### config.mk
export PLATFORM = sky130hd
export DESIGN_NAME = demux_rr_dispatcher
export DESIGN_NICKNAME = d
export VERILOG_FILES = /design/src/rtl/demux_pkg.sv /design/src/rtl/demux_rr_dispatcher_rr_pick8.sv /design/src/rtl/demux_rr_dispatcher.sv
export SDC_FILE = /design/constraint.sdc
export NUM_CORES = 1
export LEC_CHECK = 0
export BUFFER_PORTS_ARGS = -buffer_cell sky130_fd_sc_hd__buf_2
export CAP_MARGIN = 30
export CORE_ASPECT_RATIO = 1.25
export CORE_MARGIN = 3
export CORE_UTILIZATION = 50
export CTS_BUF_LIST = sky130_fd_sc_hd__clkbuf_4 sky130_fd_sc_hd__clkbuf_8
export DETAILED_ROUTE_END_ITERATION = 6
export PLACE_DENSITY = 0.72
export SYNTH_ARGS = -nofsm -noshare
export SYNTH_HDL_FRONTEND = slang
export SYNTH_SLANG_ARGS = --single-unit
### constraint.sdc
create_clock -name clk -period 12.1 [get_ports clk]
set_input_delay 2.42 -clock clk [delete_from_list [all_inputs] [get_ports clk]]
set_output_delay 2.42 -clock clk [all_outputs]
set_load 0.05 [all_outputs]
### src/rtl/demux_pkg.sv
// Shared constants, state encoding and select decode for the round-robin demux dispatcher.
package demux_pkg;

  localparam int NCH   = 8;
  localparam int SEL_W = 3;
  localparam int CNT_W = 16;

  typedef enum logic {
    ST_EMPTY = 1'b0,
    ST_FULL  = 1'b1
  } state_e;

  function automatic logic [NCH-1:0] onehot8(input logic [SEL_W-1:0] s);
    logic [NCH-1:0] v;
    v = '0;
    v[s] = 1'b1;
    return v;
  endfunction

endpackage

### src/rtl/demux_rr_dispatcher_rr_pick8.sv
// Circular first-set search over an 8-bit mask, beginning at index start and wrapping.
module rr_pick8
  import demux_pkg::*;
(
  input  logic [NCH-1:0]   mask,
  input  logic [SEL_W-1:0] start,
  output logic [SEL_W-1:0] idx,
  output logic             found
);

  logic [SEL_W-1:0] cand;

  // Walk from the farthest offset back to the nearest so the nearest hit wins.
  always_comb begin
    idx   = '0;
    found = 1'b0;
    cand  = '0;
    for (int k = NCH - 1; k >= 0; k--) begin
      cand = start + SEL_W'(k);
      if (mask[cand]) begin
        idx   = cand;
        found = 1'b1;
      end
    end
  end

endmodule

### src/rtl/demux_rr_dispatcher.sv
// One-entry stream register that steers each accepted word to one of eight channels,
// picked round-robin over an enable mask or fixed by configuration.
module demux_rr_dispatcher
  import demux_pkg::*;
#(
  parameter int WIDTH = 8
) (
  input  logic               clk,
  input  logic               rst,
  input  logic [WIDTH-1:0]   in_data,
  input  logic               in_valid,
  output logic               in_ready,
  input  logic [NCH-1:0]     ch_en,
  input  logic               cfg_mode,
  input  logic [SEL_W-1:0]   cfg_sel,
  output logic [WIDTH-1:0]   out_data,
  output logic [NCH-1:0]     out_valid,
  input  logic [NCH-1:0]     out_ready,
  output logic [SEL_W-1:0]   sel,
  output logic               busy,
  output logic [CNT_W-1:0]   xfer_cnt
);

  // Handshake: a word moves on in_valid & in_ready (upstream) and on out_valid[i] & out_ready[i]
  // (downstream); in_ready never depends on in_valid, and out_valid holds until delivery.

  state_e             state_q, state_d;
  logic [SEL_W-1:0]   ptr_q, ptr_d;
  logic [SEL_W-1:0]   sel_q, sel_d;
  logic [WIDTH-1:0]   data_q, data_d;
  logic [CNT_W-1:0]   cnt_q, cnt_d;

  logic [NCH-1:0]     pick_mask;
  logic [SEL_W-1:0]   idx_head, idx_next;
  logic               found_head, found_next;
  logic               deliver;
  logic               accept;

  // Fixed mode reduces the mask to the single configured channel, so both pickers
  // yield cfg_sel exactly when that channel is enabled.
  assign pick_mask = cfg_mode ? (ch_en & onehot8(cfg_sel)) : ch_en;

  rr_pick8 u_pick_head (
    .mask  (pick_mask),
    .start (ptr_q),
    .idx   (idx_head),
    .found (found_head)
  );

  rr_pick8 u_pick_next (
    .mask  (pick_mask),
    .start (sel_q + SEL_W'(1)),
    .idx   (idx_next),
    .found (found_next)
  );

  assign deliver = (state_q == ST_FULL) & out_ready[sel_q];
  assign accept  = in_valid & in_ready;

  always_ff @(posedge clk or posedge rst) begin
    if (rst) begin
      state_q <= ST_EMPTY;
      ptr_q   <= '0;
      sel_q   <= '0;
      data_q  <= '0;
      cnt_q   <= '0;
    end else begin
      state_q <= state_d;
      ptr_q   <= ptr_d;
      sel_q   <= sel_d;
      data_q  <= data_d;
      cnt_q   <= cnt_d;
    end
  end

  always_comb begin
    state_d = state_q;
    ptr_d   = ptr_q;
    sel_d   = sel_q;
    data_d  = data_q;
    cnt_d   = cnt_q;
    case (state_q)
      ST_EMPTY: begin
        if (accept) begin
          state_d = ST_FULL;
          sel_d   = idx_head;
          data_d  = in_data;
        end
      end
      ST_FULL: begin
        if (deliver) begin
          cnt_d = cnt_q + CNT_W'(1);
          if (!cfg_mode) ptr_d = sel_q + SEL_W'(1);
          // Accept in FULL implies delivery, since in_ready requires out_ready[sel_q].
          if (accept) begin
            sel_d  = idx_next;
            data_d = in_data;
          end else begin
            state_d = ST_EMPTY;
          end
        end
      end
      default: state_d = ST_EMPTY;
    endcase
  end

  always_comb begin
    in_ready  = 1'b0;
    busy      = (state_q == ST_FULL);
    out_valid = busy ? onehot8(sel_q) : '0;
    if (!rst) begin
      case (state_q)
        ST_EMPTY: in_ready = found_head;
        ST_FULL:  in_ready = out_ready[sel_q] & found_next;
        default:  in_ready = 1'b0;
      endcase
    end
  end

  assign out_data = data_q;
  assign sel      = sel_q;
  assign xfer_cnt = cnt_q;

endmodule

==> flow_summary.ini, run 1 <==
[clocking]
cts_root_buf = clkbuf_8
htreeDepth = 2
holdBufCountCts = 0
clk_latency_ns = 0.28
cts_setup_buffers = 0
cts_tree = built
clock_path_buffers = 2
cts_resized = 0
clock_sinks = 31
numCtsBuffers = 5
clk_pin_slew_ns = 0.06

[detailed_routing]
wl_per_cell_um = 17.74
ant_nets = 0
vias_per_cell = 6.316
vias = 3177
drc_errors = 0
wl_um = 8922
drt_pass1_iterations = 4
drt_iter0_drc = 140

[synthesis]
syn_nets = 396
syn_inst = 360
avgSynthCellArea_um2 = 9.394
synth-async-reset-ratio_pct = 100.0
netlist_top_cells_area = dfrtp_1 23%, mux4_2 9.3%, mux4_1 8.5%
mappedNetlistArea_um2 = 3382
synth-main-ff-cell = dfrtp_1
ys_ff_latch = 31
synth_top_area_cell = dfrtp_1
ys_warn_count = 0
synth_edf_count = 0
yosysSeqAreaShare_pct = 22.94
ys_types = 67
synth_top_area_share_pct = 22.94

[global_route]
grt_usage_pct = 23.15
grt_pass1_vias = 3018
antenna_found_initial = 0
grt.overflow.total = 0
grt_first_pass_wirelength_um = 14480
grt_max_degree = 28

[floorplan]
dieArea_um2 = 7793
die_y_um = 97.95
coreArea_um2 = 6366
initial_core_util_pct = 53.13
dieWidth_um = 79.56
io_pins = 68
fp-row-count = 32

[placement]
hpwl_um = 6795
port_buffers = 67
post-place-ws_ns = 4.677
routabilityCongestion = 0.9885

[sta]
slew_violations = 0
setup_viol = 0
min_period_ns = 7.509
worst_slack_ns = 4.591
fin_tns_setup_ns = 0
post-route-period-util_pct = 62.06
worstMarginPinSlew_ns = 0.8378
max_freq_mhz = 133.2
max_slew_margin_pct = 43.56
hold_viol = 0
hold-worst-slack_ns = 0.4861
clock_skew_ns = 0.004902
rsz0062_at_grt = false

[critical_path]
cp-start-kind = primary input
critical_path_required_ns = 9.68
arrival_ns = 5.09
critPathKind = in2out
path_max_fanout = 8
cp-end-kind = output pin

[final_layout]
num_antenna_cells = 0
drive_gt1_share_pct = 28.71
final_cell_mix = 67 x buf_2, 36 x nand2_1, 31 x dfrtp_1
mostFrequentLayoutCell = buf_2
area_growth_syn_to_layout_pct = 14.02
nets = 454

[flow_run]
maxCapViolations = 0

[worst_hold_path]
hold_path.class = reg2reg

[status]
status = finished clean
[routing by layer]
| layer | global-route usage [%] | wire length (µm) | vias up |
|---|---|---|---|
| met1 | 30.33 | 3716 | 1533 |
| met3 | 2.952 | 536 | 26 |
| met2 | 38.26 | 4377 | 126 |
| met5 | 0 | 0 | - |
| met4 | 9.656 | 291 | 0 |
| li1 | - | - | 1492 |
[state kept, by name, summed over array words and instances, names as in the netlist]
name and cells:
out_data 8, busy 1, ptr_q 3, xfer_cnt 16
sel 3
[metrics by stage]
| stage | cells | utilization, % | instance area [µm²] |
|---|---|---|---|
| 5_1_grt | 503 | 60.57 | 3856 |
| 6_report | 503 | 60.57 | 3856 |
| 4_1_cts | 503 | 60.57 | 3856 |
| 3_3_place_gp | 495 | 59.02 | 3757 |
| 2_1_floorplan | 360 | - | 3382 |
| 3_5_place_dp | 496 | 59.20 | 3769 |
[cells by family after synthesis]
logic type	synth area share (%)
AOI/OAI and AO/OA	17.98
muxes	28.78
adders and majority gates	1.850
xor gates and xnor gates	5.697
buffers and inverters	4.180
DFF	22.94
and+or+nand+nor	18.57
[cell type report]
cell class | instances | area, µm²
multi-input cells | 295 | 2465
well taps | 85 | 106.4
inverters | 14 | 52.55
clock inverters | 1 | 5.005
clock buffers | 6 | 82.58
repair buffers | 71 | 369.1
flip-flops and latches | 31 | 775.7
fillers | 534 | 2510
[Yosys cell counts (all sizes together), types with 5 or more instances]
cell type,number
mux2,13
xnor2,17
clkbuf,13
buf,7
dfrtp,31
and3,7
nand3,12
xor2,5
nor3,8
o21a,9
o21ai,24
mux2i,20
nand2b,5
ha,5
inv,13
nand4,5
a21oi,11
nand2,36
nor2,29
mux4,25
[path summary, 6_finish.rpt]
kind                              start      endpoint  slack, ns  depth (start not counted)
min in group asynchronous           rst        sel[2]       2.04                          2
max                          cfg_sel[2]      in_ready       4.59                          9
max reg2reg                      sel[0]   out_data[5]       6.65                         10
min                        xfer_cnt[15]  xfer_cnt[15]       0.49                          1
min reg2reg                xfer_cnt[15]  xfer_cnt[15]       0.49                          1
max in group asynchronous           rst      ptr_q[0]       9.47                          3
[critical path, stage by stage]
cell     delay, ns
buf_2         0.14
and3b_1       0.20
o21ai_0       0.66
mux4_2        0.44
mux2i_1       0.13
or3_1         0.35
o41ai_2       0.43
nor2_1        0.09
buf_2         0.22
Power of run 1 is left out: the tool's default activity adds up to more than one toggle a clock period on the data nets, which glitch-free logic cannot reach.
==> run 2: changes to the inputs <==
ABC_AREA = 1   (was not set)
PLACE_DENSITY = 0.73   (was 0.72)
clock period = 7.8 ns   (was 12.1 ns; I/O delays follow)
==> run 2 against run 1 <==
  * Via count down 1.0%
  * Synthesized area down 13%
  * Synthesized cell count up 23%
  * Final cell count up 13%
  * Clock skew down 0.0018 ns
  * Die area down 12%
  * Critical path depth up 3
==> flow_summary.ini, run 2 <==
[critical_path]
critPathKind = reg2out
arrival_ns = 3.51
reg2reg_to = sel[2]
timing.rr.start = sel[0]
critical_path_required_ns = 6.24
r2r_setup_slack_ns = 4.30
path_max_fanout = 17
cp-start-kind = flip-flop
cp-end-kind = output pin
r2r_cells = 13

[synthesis]
ys_ff_latch = 31
synth-async-reset-ratio_pct = 100.0
ys_types = 42
synth_top_area_cell = dfrtp_1
ys_warn_count = 0
netlist_top_cells_area = dfrtp_1 26%, nand3_1 21%, nand2_1 15%
synth-main-ff-cell = dfrtp_1
synth_top_area_share_pct = 26.37
syn_inst = 442
mappedNetlistArea_um2 = 2942
syn_nets = 478
ys_top_cells_by_count = 123 x nand3_1, 114 x nand2_1, 31 x dfrtp_1, 31 x inv_1, 22 x nor2_1
synth_edf_count = 0
yosysSeqAreaShare_pct = 26.37
synth.most_common_cell = nand3_1
avgSynthCellArea_um2 = 6.655

[sta]
min_period_ns = 5.069
hold_viol = 0
fin_tns_setup_ns = 0
worst_slack_ns = 2.731
worstMarginPinSlew_ns = 0.7362
clock_skew_ns = 0.003101
post-route-period-util_pct = 64.99
setup_viol = 0
max_slew_margin_pct = 50.92
rsz0062_at_grt = false
slew_violations = 0
max_freq_mhz = 197.3

[worst_hold_path]
holdPathEnd = xfer_cnt[15]
hp-start = xfer_cnt[15]
whs_path_depth = 1
hold_path.class = reg2reg

[clocking]
cts_tree = built
clock_path_buffers = 2
cts_resized = 0
clk_pin_slew_ns = 0.06
holdBufCountCts = 0
cts_setup_buffers = 0
htreeDepth = 2
clock_sinks = 31
clk_latency_ns = 0.27
cts_root_buf = clkbuf_8
numCtsBuffers = 5

[final_layout]
mostFrequentLayoutCell = nand3_1
nets = 541
final_area_um2 = 3362
area_growth_syn_to_layout_pct = 14.29
drive_gt1_share_pct = 23.96
final_cell_mix = 123 x nand3_1, 114 x nand2_1, 67 x buf_2
largest_reg_flops = 16
final_cells = 569
num_antenna_cells = 0

[floorplan]
dieWidth_um = 74.61
dieArea_um2 = 6845
fp-row-count = 30
io_pins = 68
die_y_um = 91.76
initial_core_util_pct = 52.95
coreArea_um2 = 5555

[global_route]
grt.overflow.total = 0
grt_first_pass_wirelength_um = 13450
grt_usage_pct = 24.39
grt_pass1_vias = 3009
grt_max_degree = 29
antenna_found_initial = 0

[placement]
dpl_cell_area_um2 = 3274
dp_cells = 562
port_buffers = 67
routabilityCongestion = 0.9477
post-place-ws_ns = 2.992
hpwl_um = 6475

[detailed_routing]
ant_nets = 0
wl_um = 7989
drc_errors = 0
vias = 3145
vias_per_cell = 5.527
drt_pass1_iterations = 5
wl_per_cell_um = 14.04
drt_iter0_drc = 322

[status]
status = finished clean

[flow_run]
maxCapViolations = 0
run 2: area by class of cell:
class,instances,area (µm²)
clock buffer,6,82.58
inverter,44,166.4
timing repair buffer,68,342.8
tap,64,80.08
fill,556,2193
sequential,31,775.7
clock inverter,1,5.005
multi-input combinational,355,1909
run 2: per-stage QoR:
stage | hold WS, ns | util (%)
detailed placement | 0.4734 | 58.94
global placement | 0.4546 | 58.94
CTS | 0.4906 | 60.52
global route | 0.5208 | 60.52
finish | 0.4870 | 60.52
floorplan | 0.6078 | -
run 2: critical path, cell delays in order (launching register included):
cell,delay [ns]
dfrtp_1,0.82
inv_2,0.25
ha_1,0.69
inv_1,0.29
xor2_2,0.25
nand3_2,0.12
nand2_2,0.08
nor2_2,0.14
nand2_1,0.06
o21a_2,0.23
nand2_1,0.06
inv_1,0.04
buf_2,0.20
run 2: cell families (layout without fill, tap and decap cells):
| logic type | after synthesis | count (layout) | share of synthesized area (%) |
|---|---|---|---|
| simple gates | 301 | 301 | 50.19 |
| fa+ha+maj | 5 | 5 | 2.127 |
| buf+inv | 56 | 119 | 8.719 |
| flops | 31 | 31 | 26.37 |
| xor+xnor | 21 | 21 | 7.656 |
| compound gates | 28 | 28 | 4.934 |
run 2: worst max-delay path by stage:
| stage | start | endpoint | slack [ns] |
|---|---|---|---|
| 2_1_floorplan | cfg_mode | in_ready | 3.36 |
| 3_3_place_gp | sel[0] | in_ready | 2.99 |
| 3_5_place_dp | cfg_sel[0] | in_ready | 2.99 |
| 4_1_cts | sel[0] | in_ready | 2.73 |
| 5_1_grt | sel[0] | in_ready | 2.51 |
| 6_report | sel[0] | in_ready | 2.73 |
run 2: routing by layer:
layer  share of wire, %  up-vias  global-route usage (%)  wire (µm)
met3                6.4       11                   4.715        508
li1                   -     1580                       -          -
met1                 42     1440                   31.67       3328
met2                 50      114                   40.47       4023
met4                1.6        0                   7.122        129
met5                  0        -                       0          0
Power of run 2 is left out for the same reason.
